File: src/rtl/cpu_pkg.sv
// rtl/cpu_pkg.sv - shared fetch-path defaults and the inflight response state encoding.
package cpu_pkg;
   localparam int          CPU_ADDR_W   = 32;
   localparam int          CPU_INST_W   = 32;
   localparam logic [31:0] CPU_RESET_PC = 32'h0000_0000;
   localparam logic [31:0] CPU_PC_STEP  = 32'd4;

   typedef enum logic [1:0] {
      INFL_IDLE,
      INFL_PENDING,
      INFL_SQUASHED
   } inflight_e;
endpackage

File: src/rtl/fetch_fifo.sv
// rtl/fetch_fifo.sv - DEPTH-entry synchronous prefetch FIFO with push/pop/flush and occupancy.
module fetch_fifo #(
   parameter int W     = 64,
   parameter int DEPTH = 2
) (
   input  logic                       clk,
   input  logic                       rst,
   input  logic                       push_i,
   input  logic [W-1:0]               push_data_i,
   input  logic                       pop_i,
   input  logic                       flush_i,
   output logic [W-1:0]               head_o,
   output logic [$clog2(DEPTH):0]     count_o,
   output logic                       full_o,
   output logic                       empty_o
);
   localparam int AW = $clog2(DEPTH);
   localparam int CW = AW + 1;

   logic [W-1:0]  mem_q [DEPTH];
   logic [AW-1:0] wr_ptr_q, wr_ptr_d;
   logic [AW-1:0] rd_ptr_q, rd_ptr_d;
   logic [CW-1:0] count_q, count_d;

   always_comb begin
      wr_ptr_d = wr_ptr_q;
      rd_ptr_d = rd_ptr_q;
      count_d  = count_q;
      if (flush_i) begin
         wr_ptr_d = '0;
         rd_ptr_d = '0;
         count_d  = '0;
      end else begin
         if (push_i) wr_ptr_d = wr_ptr_q + 1'b1;
         if (pop_i)  rd_ptr_d = rd_ptr_q + 1'b1;
         count_d = count_q + CW'(push_i) - CW'(pop_i);
      end
   end

   always_ff @(posedge clk) begin
      if (rst) begin
         wr_ptr_q <= '0;
         rd_ptr_q <= '0;
         count_q  <= '0;
      end else begin
         wr_ptr_q <= wr_ptr_d;
         rd_ptr_q <= rd_ptr_d;
         count_q  <= count_d;
      end
   end

   // Payload storage needs no reset: it is only observed through a non-empty head.
   always_ff @(posedge clk) begin
      if (push_i && !flush_i) mem_q[wr_ptr_q] <= push_data_i;
   end

   assign head_o  = mem_q[rd_ptr_q];
   assign count_o = count_q;
   assign full_o  = (count_q == CW'(DEPTH));
   assign empty_o = (count_q == '0);
endmodule

File: src/rtl/fetch_unit.sv
// rtl/fetch_unit.sv - fetch stage: owns the PC, issues imem reads, buffers words for the decoder.
module fetch_unit
   import cpu_pkg::*;
#(
   parameter int                ADDR_W   = CPU_ADDR_W,
   parameter int                INST_W   = CPU_INST_W,
   parameter int                DEPTH    = 2,
   parameter logic [ADDR_W-1:0] RESET_PC = CPU_RESET_PC,
   parameter logic [ADDR_W-1:0] PC_STEP  = CPU_PC_STEP
) (
   input  logic              clk,
   input  logic              rst,
   input  logic              fetch_en,
   input  logic              redirect_valid,
   input  logic [ADDR_W-1:0] redirect_pc,
   output logic              imem_req,
   output logic [ADDR_W-1:0] imem_addr,
   input  logic [INST_W-1:0] imem_rdata,
   output logic              inst_valid,
   input  logic              inst_ready,
   output logic [INST_W-1:0] inst_data,
   output logic [ADDR_W-1:0] inst_pc,
   output logic [ADDR_W-1:0] inst_pc_next
);
   localparam int CW = $clog2(DEPTH) + 1;

   logic [ADDR_W-1:0] pc_q, pc_d;
   logic [ADDR_W-1:0] infl_pc_q, infl_pc_d;
   inflight_e         infl_q, infl_d, infl_now;

   logic [CW-1:0]            fifo_count;
   logic                     fifo_full, fifo_empty;
   logic [INST_W+ADDR_W-1:0] fifo_head;
   logic                     push, pop, issue;
   logic [CW:0]              demand;

   assign pop = !fifo_empty && inst_ready;

   // A redirect in the arrival cycle turns the pending response into a squashed one.
   assign infl_now = (infl_q == INFL_PENDING && redirect_valid) ? INFL_SQUASHED : infl_q;
   assign push     = (infl_now == INFL_PENDING);

   always_comb begin
      demand = {1'b0, fifo_count} + (CW+1)'(infl_q != INFL_IDLE) - (CW+1)'(pop);
      issue  = !rst && fetch_en && !redirect_valid && (demand < (CW+1)'(DEPTH));

      pc_d      = pc_q;
      infl_pc_d = infl_pc_q;
      infl_d    = issue ? INFL_PENDING : INFL_IDLE;
      if (redirect_valid) begin
         pc_d = redirect_pc;
      end else if (issue) begin
         pc_d      = pc_q + PC_STEP;
         infl_pc_d = pc_q;
      end
   end

   always_ff @(posedge clk) begin
      if (rst) begin
         pc_q      <= RESET_PC;
         infl_pc_q <= '0;
         infl_q    <= INFL_IDLE;
      end else begin
         pc_q      <= pc_d;
         infl_pc_q <= infl_pc_d;
         infl_q    <= infl_d;
      end
   end

   fetch_fifo #(
      .W     (INST_W + ADDR_W),
      .DEPTH (DEPTH)
   ) u_fifo (
      .clk         (clk),
      .rst         (rst),
      .push_i      (push),
      .push_data_i ({imem_rdata, infl_pc_q}),
      .pop_i       (pop),
      .flush_i     (redirect_valid),
      .head_o      (fifo_head),
      .count_o     (fifo_count),
      .full_o      (fifo_full),
      .empty_o     (fifo_empty)
   );

   assert property (@(posedge clk) disable iff (rst) !(push && fifo_full && !pop));

   assign imem_req     = issue;
   assign imem_addr    = pc_q;
   assign inst_valid   = !fifo_empty;
   assign inst_data    = fifo_empty ? '0 : fifo_head[INST_W+ADDR_W-1:ADDR_W];
   assign inst_pc      = fifo_empty ? '0 : fifo_head[ADDR_W-1:0];
   assign inst_pc_next = fifo_empty ? '0 : fifo_head[ADDR_W-1:0] + PC_STEP;
endmodule
File: config.mk
export PLATFORM = sky130hd
export DESIGN_NAME = fetch_unit
export DESIGN_NICKNAME = d
export VERILOG_FILES = /design/src/rtl/cpu_pkg.sv /design/src/rtl/fetch_fifo.sv /design/src/rtl/fetch_unit.sv
export SDC_FILE = /design/constraint.sdc
export NUM_CORES = 1
export LEC_CHECK = 0
export CAP_MARGIN = 20
export CORE_MARGIN = 1.5
export CORE_UTILIZATION = 35
export CTS_CLUSTER_SIZE = 14
export DETAILED_ROUTE_END_ITERATION = 8
export GPL_TIMING_DRIVEN = 0
export PLACE_DENSITY = 0.69
export SYNTH_ARGS = -nofsm -noshare
export SYNTH_HDL_FRONTEND = slang
export SYNTH_SLANG_ARGS = --single-unit
File: constraint.sdc
create_clock -name clk -period 9.2 [get_ports clk]
set_input_delay 1.38 -clock clk [delete_from_list [all_inputs] [get_ports clk]]
set_output_delay 1.38 -clock clk [all_outputs]
set_load 0.02 [all_outputs]
After elaboration in Yosys (flattened, before gate mapping)
Memory sizes are Yosys's and may differ from the RTL's. A register that Yosys moved wholly into a read port is not among the register bits.
Index checks and enable logic that the tools add are counted.
- register bits: 70
- bits in writable memories: 128
- bits of input ports: 69
- output and inout bits: 130
- logic and storage cells: 44
- memories kept: 1
- $add $sub $neg: 8
- order comparisons: 1
- equality and inequality tests: 2
- muxes and demuxes: 11
- bitwise logic cells: 1
- reductions and logical operators: 14
- memory list (memory ; words ; bits a word ; read ports ; clocked after Yosys merged registers in ; write ports ; line ; text):
    u_fifo.mem_q ; 2 ; 64 ; 1 ; 1 ; 1 ; fetch_fifo.sv:20 ; logic [W-1:0] mem_q [DEPTH];
- operator list (cell ; count):
    $mux 32 ; 5
    $add 32x3->32 const B ; 2
    $logic_and 1x1->1 ; 6
    $mux 1 ; 5
    $eq 2x1->1 const B ; 2
    $reduce_bool 2->1 ; 2
    $add 2x1->3 ; 1
    $logic_not 1->1 ; 3
    $lt 3x2->1 const B ; 1
    $sub 3x1->3 ; 1
    $add 1x1->1 const B ; 2
    $add 2x1->2 ; 1
    $logic_not 2->1 ; 1
    $mux 2 ; 1
    $reduce_and 2->1 ; 1
    $reduce_or 2->1 ; 1
    $sub 2x1->2 ; 1
    $not 1->1 ; 1

Logic depth before layout (Yosys ltp)
Gate-level depths: netlist of the first run.
- word-level depth: 8
- mapped depth: 14
- gate-level depth less buffers: 12

Hierarchy
A second synthesis of the first run with hierarchy kept.
- cell total of the unflattened synthesis: 786
- area total of the unflattened synthesis: 9303.9 µm²
- by module, submodules not included (module ; instances ; cells an instance ; area each (µm²) ; seq. area each (µm²)):
    fetch_fifo ; 1 ; 220 ; 5147.4 ; 3943.8
    fetch_unit ; 1 ; 566 ; 4156.5 ; 1301.2

Worst setup path after synthesis of the first run
No wires, ideal clock.
- path type: input to register
- from: input port redirect_valid
- to: memory u_fifo.mem_q[0][0] (enable)
- setup time: 0.494 ns
- arrival time: 4.747 ns
- data required time: 8.706 ns
- path slack: 3.959 ns
- stages on the path: 4
- buffers on the path: 2
- cell sequence: buf_2 > clkbuf_1 > nor2b_1 > nor2b_1
- word-level cells in the longest chain between the ends: 6
- elaborated cells between the ends (all ways): 7
- those cells by class: eq/ne: 1; mux: 3; reduce/logical: 3
- ends and longest elaborated chain (element ; line ; text):
    from (decl) ; fetch_unit.sv:14 ; input logic redirect_valid,
    $logic_and 1x1->1 ; fetch_unit.sv:40 ; assign infl_now = (infl_q == INFL_PENDING && redirect_valid) ? INFL_SQUASHED : infl_q;
    $mux 2 ; fetch_unit.sv:40 ;
    $eq 2x1->1 ; fetch_unit.sv:41 ; assign push = (infl_now == INFL_PENDING);
    $logic_and 1x1->1 * ; fetch_fifo.sv:54 ; if (push_i && !flush_i) mem_q[wr_ptr_q] <= push_data_i;
    $mux 1 * ; fetch_fifo.sv:54 ;
    $mux 1 (not written as such) * ; fetch_fifo.sv:54 ;
    to (decl) ; fetch_fifo.sv:20 ;
Mark *: on every way between the ends. The rest lies on a longest branch, timed or not.

Worst setup path after layout of the first run
- from: input port inst_ready
- to: output port imem_req
- word-level cells in the longest chain between the ends: 4
- ends and longest elaborated chain (element ; line ; text):
    from (decl) ; fetch_unit.sv:20 ; input logic inst_ready,
    $logic_and 1x1->1 ; fetch_unit.sv:37 ; assign pop = !fifo_empty && inst_ready;
    via pop ; fetch_unit.sv:34 ; logic push, pop, issue;
    $sub 3x1->3 ; fetch_unit.sv:44 ; demand = {1'b0, fifo_count} + (CW+1)'(infl_q != INFL_IDLE) - (CW+1)'(pop);
    $lt 3x2->1 ; fetch_unit.sv:45 ; issue = !rst && fetch_en && !redirect_valid && (demand < (CW+1)'(DEPTH));
    $logic_and 1x1->1 ; fetch_unit.sv:45 ;
    to (decl) ; fetch_unit.sv:16 ; output logic imem_req,
The timed path passes the listed nets, and every way through them passes these cells.

==> impl_metrics.tcl, run 1 <==
set metrics [dict create \
    antenna_found_initial 0 \
    switching_share_pct 25.9 \
    hpwl_um 18900 \
    finalClockSkew_ns 0.0139 \
    clock_latency_ns 0.45 \
    drv_cap 0 \
    portBuffers 196 \
    min_period_ns 6.18 \
    p_per_area_nw_per_um2 158 \
    ctsHoldBuffers 0 \
    ys_seq_elements 198 \
    die_h_um 164 \
    worst_pin_slew_ns 0.997 \
    hp-start "infl_pc_q[17]" \
    cp_data_required_time_ns 7.82 \
    cts_tree "done" \
    yosysMostFrequentCell "edfxtp_1" \
    slew_headroom_pct 31.6 \
    synth.area.top_cells "edfxtp_1 (43%), dfxtp_1 (16%), mux2i_1 (6.5%)" \
    path_buf_inv 6 \
    leakagePower_nw 3.83 \
    post_cts.resized_instances 0 \
    cp_top_family "buffers and inverters" \
    pwr-share-comb_pct 9.3 \
    clk_transition_reported_paths_ns 0.07 \
    worst-r2r-setup-slack_ns 5.27 \
    drt_pass1_iterations 5 \
    gp_congestion 0.887 \
    crit_path_start_kind "input pin" \
    area.growth.synth_to_final_pct 33.9 \
    cts_root_buf "clkbuf_16" \
    max_freq_mhz 162 \
    maxSlewViolCount 0 \
    numCtsBuffers 17 \
    p_int_w 0.00141 \
    min_to "u_fifo.mem_q[0][17]" \
    slowest_stage "clkdlybuf4s50_1" \
    ant_nets 0 \
    timing.hold.ws_ns 0.459 \
    row_count 58 \
    cts_max_level 4 \
    avgSynthCellArea_sq_um 10.9 \
    crit_path_start "inst_ready" \
    worstPathMaxFanout 10 \
    die_w_um 164 \
    yosys_warnings 0 \
    post_cts_buffers 0 \
    vias 7172 \
    cp.arrival_ns 4.80 \
    finalSetupViolations 0 \
    drt-vias-per-instance 5.17 \
    syn-num-nets 900 \
    final_util_pct 47.8 \
    r2r_cells 14 \
    r2r_end "imem_addr[16]" \
    hold_path_depth 0 \
    dp.cells 1354 \
    diodes 0 \
    clkPwrFrac_pct 39.2 \
    post_route_cells_drive_above_1_share_pct 7.29 \
    wl_um 25000 \
    r2r-start "u_fifo.count_o[1]" \
    grt_max_degree 65 \
    cts.path.max_buffers 2 \
    grt_usage_pct 18.7 \
    ys_seq_area_share_pct 58.2 \
    yosys.area.top_type "edfxtp_1" \
    vdd_drop_max_mv 0.0912 \
    cp_cell_sequence "clkdlybuf4s50_1 > nor2b_1 > ha_1 > inv_1 > nand2_1 > fa_1 > and4bb_1 > nand2_1 > inv_2 > buf_2 > buf_2 > clkdlybuf4s50_1" \
    clock-sinks 198 \
    first_iter_violations 663 \
    pwr-share-seq_pct 51.5 \
    synth_common_cells "edfxtp_1 (128), nand2_1 (106), nor2_1 (97)" \
    synth-edff-count 128 \
    critical_path.max_stage_delay_ns 0.68 \
    setup_tns_ns 0 \
    rsz0062_at_grt "false" \
    dieArea_sq_um 26700 \
    hold_viol 0 \
    grt_pass1_wl_um 38200 \
    finalNetCount 1118 \
    coreArea_sq_um 25300 \
    initial_core_util_pct 35.7 \
    min_period_over_period_pct 67.2 \
    worst_setup_path_end_kind "output port" \
    io_pins 199 \
    ys_async_sr_fraction_pct 0 \
    synthFlopType "edfxtp_1" \
    grt_pass1_vias 6888 \
    min_path_type "flop to flop" \
    synth_area_sq_um 9020 \
    switchingPower_w 0.000492 \
    synth_top_area_share_pct 42.6 \
    drcViolationCount 0 \
    avgRoutedWirePerCell_um 18.1 \
    synthDistinctLibCells 60 \
    status "finished, final reports clean" \
    instances_no_fill 1386 \
    path_class "input pin to output port" \
    syn_inst 825 \
    grt_overflow 0 \
]
==> metal layers <==
metal | GRT usage [%] | part of all wire (%) | vias up
met5 | 0 | 0 | -
met4 | 4.96 | 0.92 | 0
met3 | 3.76 | 9.5 | 23
met2 | 30.6 | 45 | 354
met1 | 25.2 | 44 | 3353
li1 | - | - | 3442
==> worst register-to-register path, stage by stage, from the launching register on <==
cell      delay [ns]
dfxtp_1         0.37
nor2_1          0.65
nor2b_1         0.19
ha_1            0.32
inv_1           0.08
nand2_1         0.06
fa_1            0.48
and4bb_1        0.21
nand2_1         0.29
inv_2           0.17
buf_2           0.25
buf_2           0.27
nand2_1         0.15
a22oi_1         0.18
a31oi_1         0.11
==> cell usage in the layout (no fill, tap or decap), drive strengths merged, types with 5 or more instances in the layout <==
cell	n
ha	5
o31a	6
nand4	21
nor4	10
nor2b	21
o31ai	5
nor3	20
nand3b	5
or3	6
o21ai	22
nand4b	7
clkbuf	42
inv	23
nand2	106
xnor2	10
clkinv	6
a31oi	20
a22oi	7
nand2b	5
xor2	8
nand3	19
clkdlybuf4s50	196
buf	28
nor2	97
edfxtp	128
nor3b	5
dfxtp	70
a21oi	51
mux2i	59
mux2	13
==> power groups by stage <==
stage | clock network [W] | registers [W] | logic [W]
after global routing | 0.000794 | 0.000984 | 0.000190
after global placement | 0 | 0.00100 | 0.000172
final | 0.000746 | 0.000981 | 0.000176
after floorplan | 0 | 0.00100 | 0.0000763
after CTS | 0.000757 | 0.000981 | 0.000177
after detailed placement | 0 | 0.00100 | 0.000176
==> kinds of logic after synthesis <==
logic type / share of synthesized area, %
flops: 58.2
simple gates: 18.0
compound gates: 9.66
xor+xnor: 1.75
fa+ha+maj: 0.916
mux: 8.17
buf+inv: 3.40
==> worst max path at each step <==
stage / cells past startpoint / slack (ns) / to
2_1_floorplan: 4 / 3.96 / u_fifo.mem_q[0][0]
3_3_place_gp: 4 / 2.00 / u_fifo.mem_q[0][58]
3_5_place_dp: 12 / 3.02 / imem_req
4_1_cts: 12 / 3.01 / imem_req
5_1_grt: 12 / 2.85 / imem_req
6_report: 12 / 3.02 / imem_req
==> area by class of cell <==
| class | count | area [sq um] |
|---|---|---|
| Buffer | 50 | 254 |
| Clock buffer | 17 | 425 |
| Clock inverter | 15 | 170 |
| Fill cell | 2298 | 13200 |
| Inverter | 14 | 52.6 |
| Multi-Input combinational cell | 563 | 3480 |
| Sequential cell | 198 | 5250 |
| Tap cell | 330 | 413 |
| Timing Repair Buffer | 199 | 2040 |
==> metrics by stage <==
stage	worst slack [ns]	area, sq um	power [W]
floorplan	3.96	9020	0.00108
global placement	2.00	11400	0.00117
detailed placement	3.02	11500	0.00118
CTS	3.01	12100	0.00191
global route	2.85	12100	0.00197
finish	3.02	12100	0.00190
==> flip-flops by register name, summed over array words and instances, names as in the netlist, named ones only <==
register	flops
u_fifo.rd_ptr_q	1
u_fifo.wr_ptr_q	1
infl_q	1
imem_addr	32
u_fifo.mem_q	128
u_fifo.count_o	2
infl_pc_q	32
Note: power is estimated with default switching activity, not from simulation.
==> inputs of run 2 (changes only) <==
==> constraint.sdc (replaced) <==
create_clock -name clk -period 6.3 [get_ports clk]
set_input_delay 0.945 -clock clk [delete_from_list [all_inputs] [get_ports clk]]
set_output_delay 0.945 -clock clk [all_outputs]
set_load 0.02 [all_outputs]
==> results of run 2 <==
Same layout as run 1 (identical final DEF). Status: finished, final reports clean.
Among the figures that moved: setup slack after placement 3.02 ns -> 0.995 ns; setup slack after layout 3.02 ns -> 0.908 ns; start point of the critical path inst_ready -> u_fifo.count_o[1]; register-to-register setup slack 5.27 ns -> 2.37 ns; total power 0.00190 W -> 0.00278 W; worst IR drop on VDD 0.0912 mV -> 0.133 mV
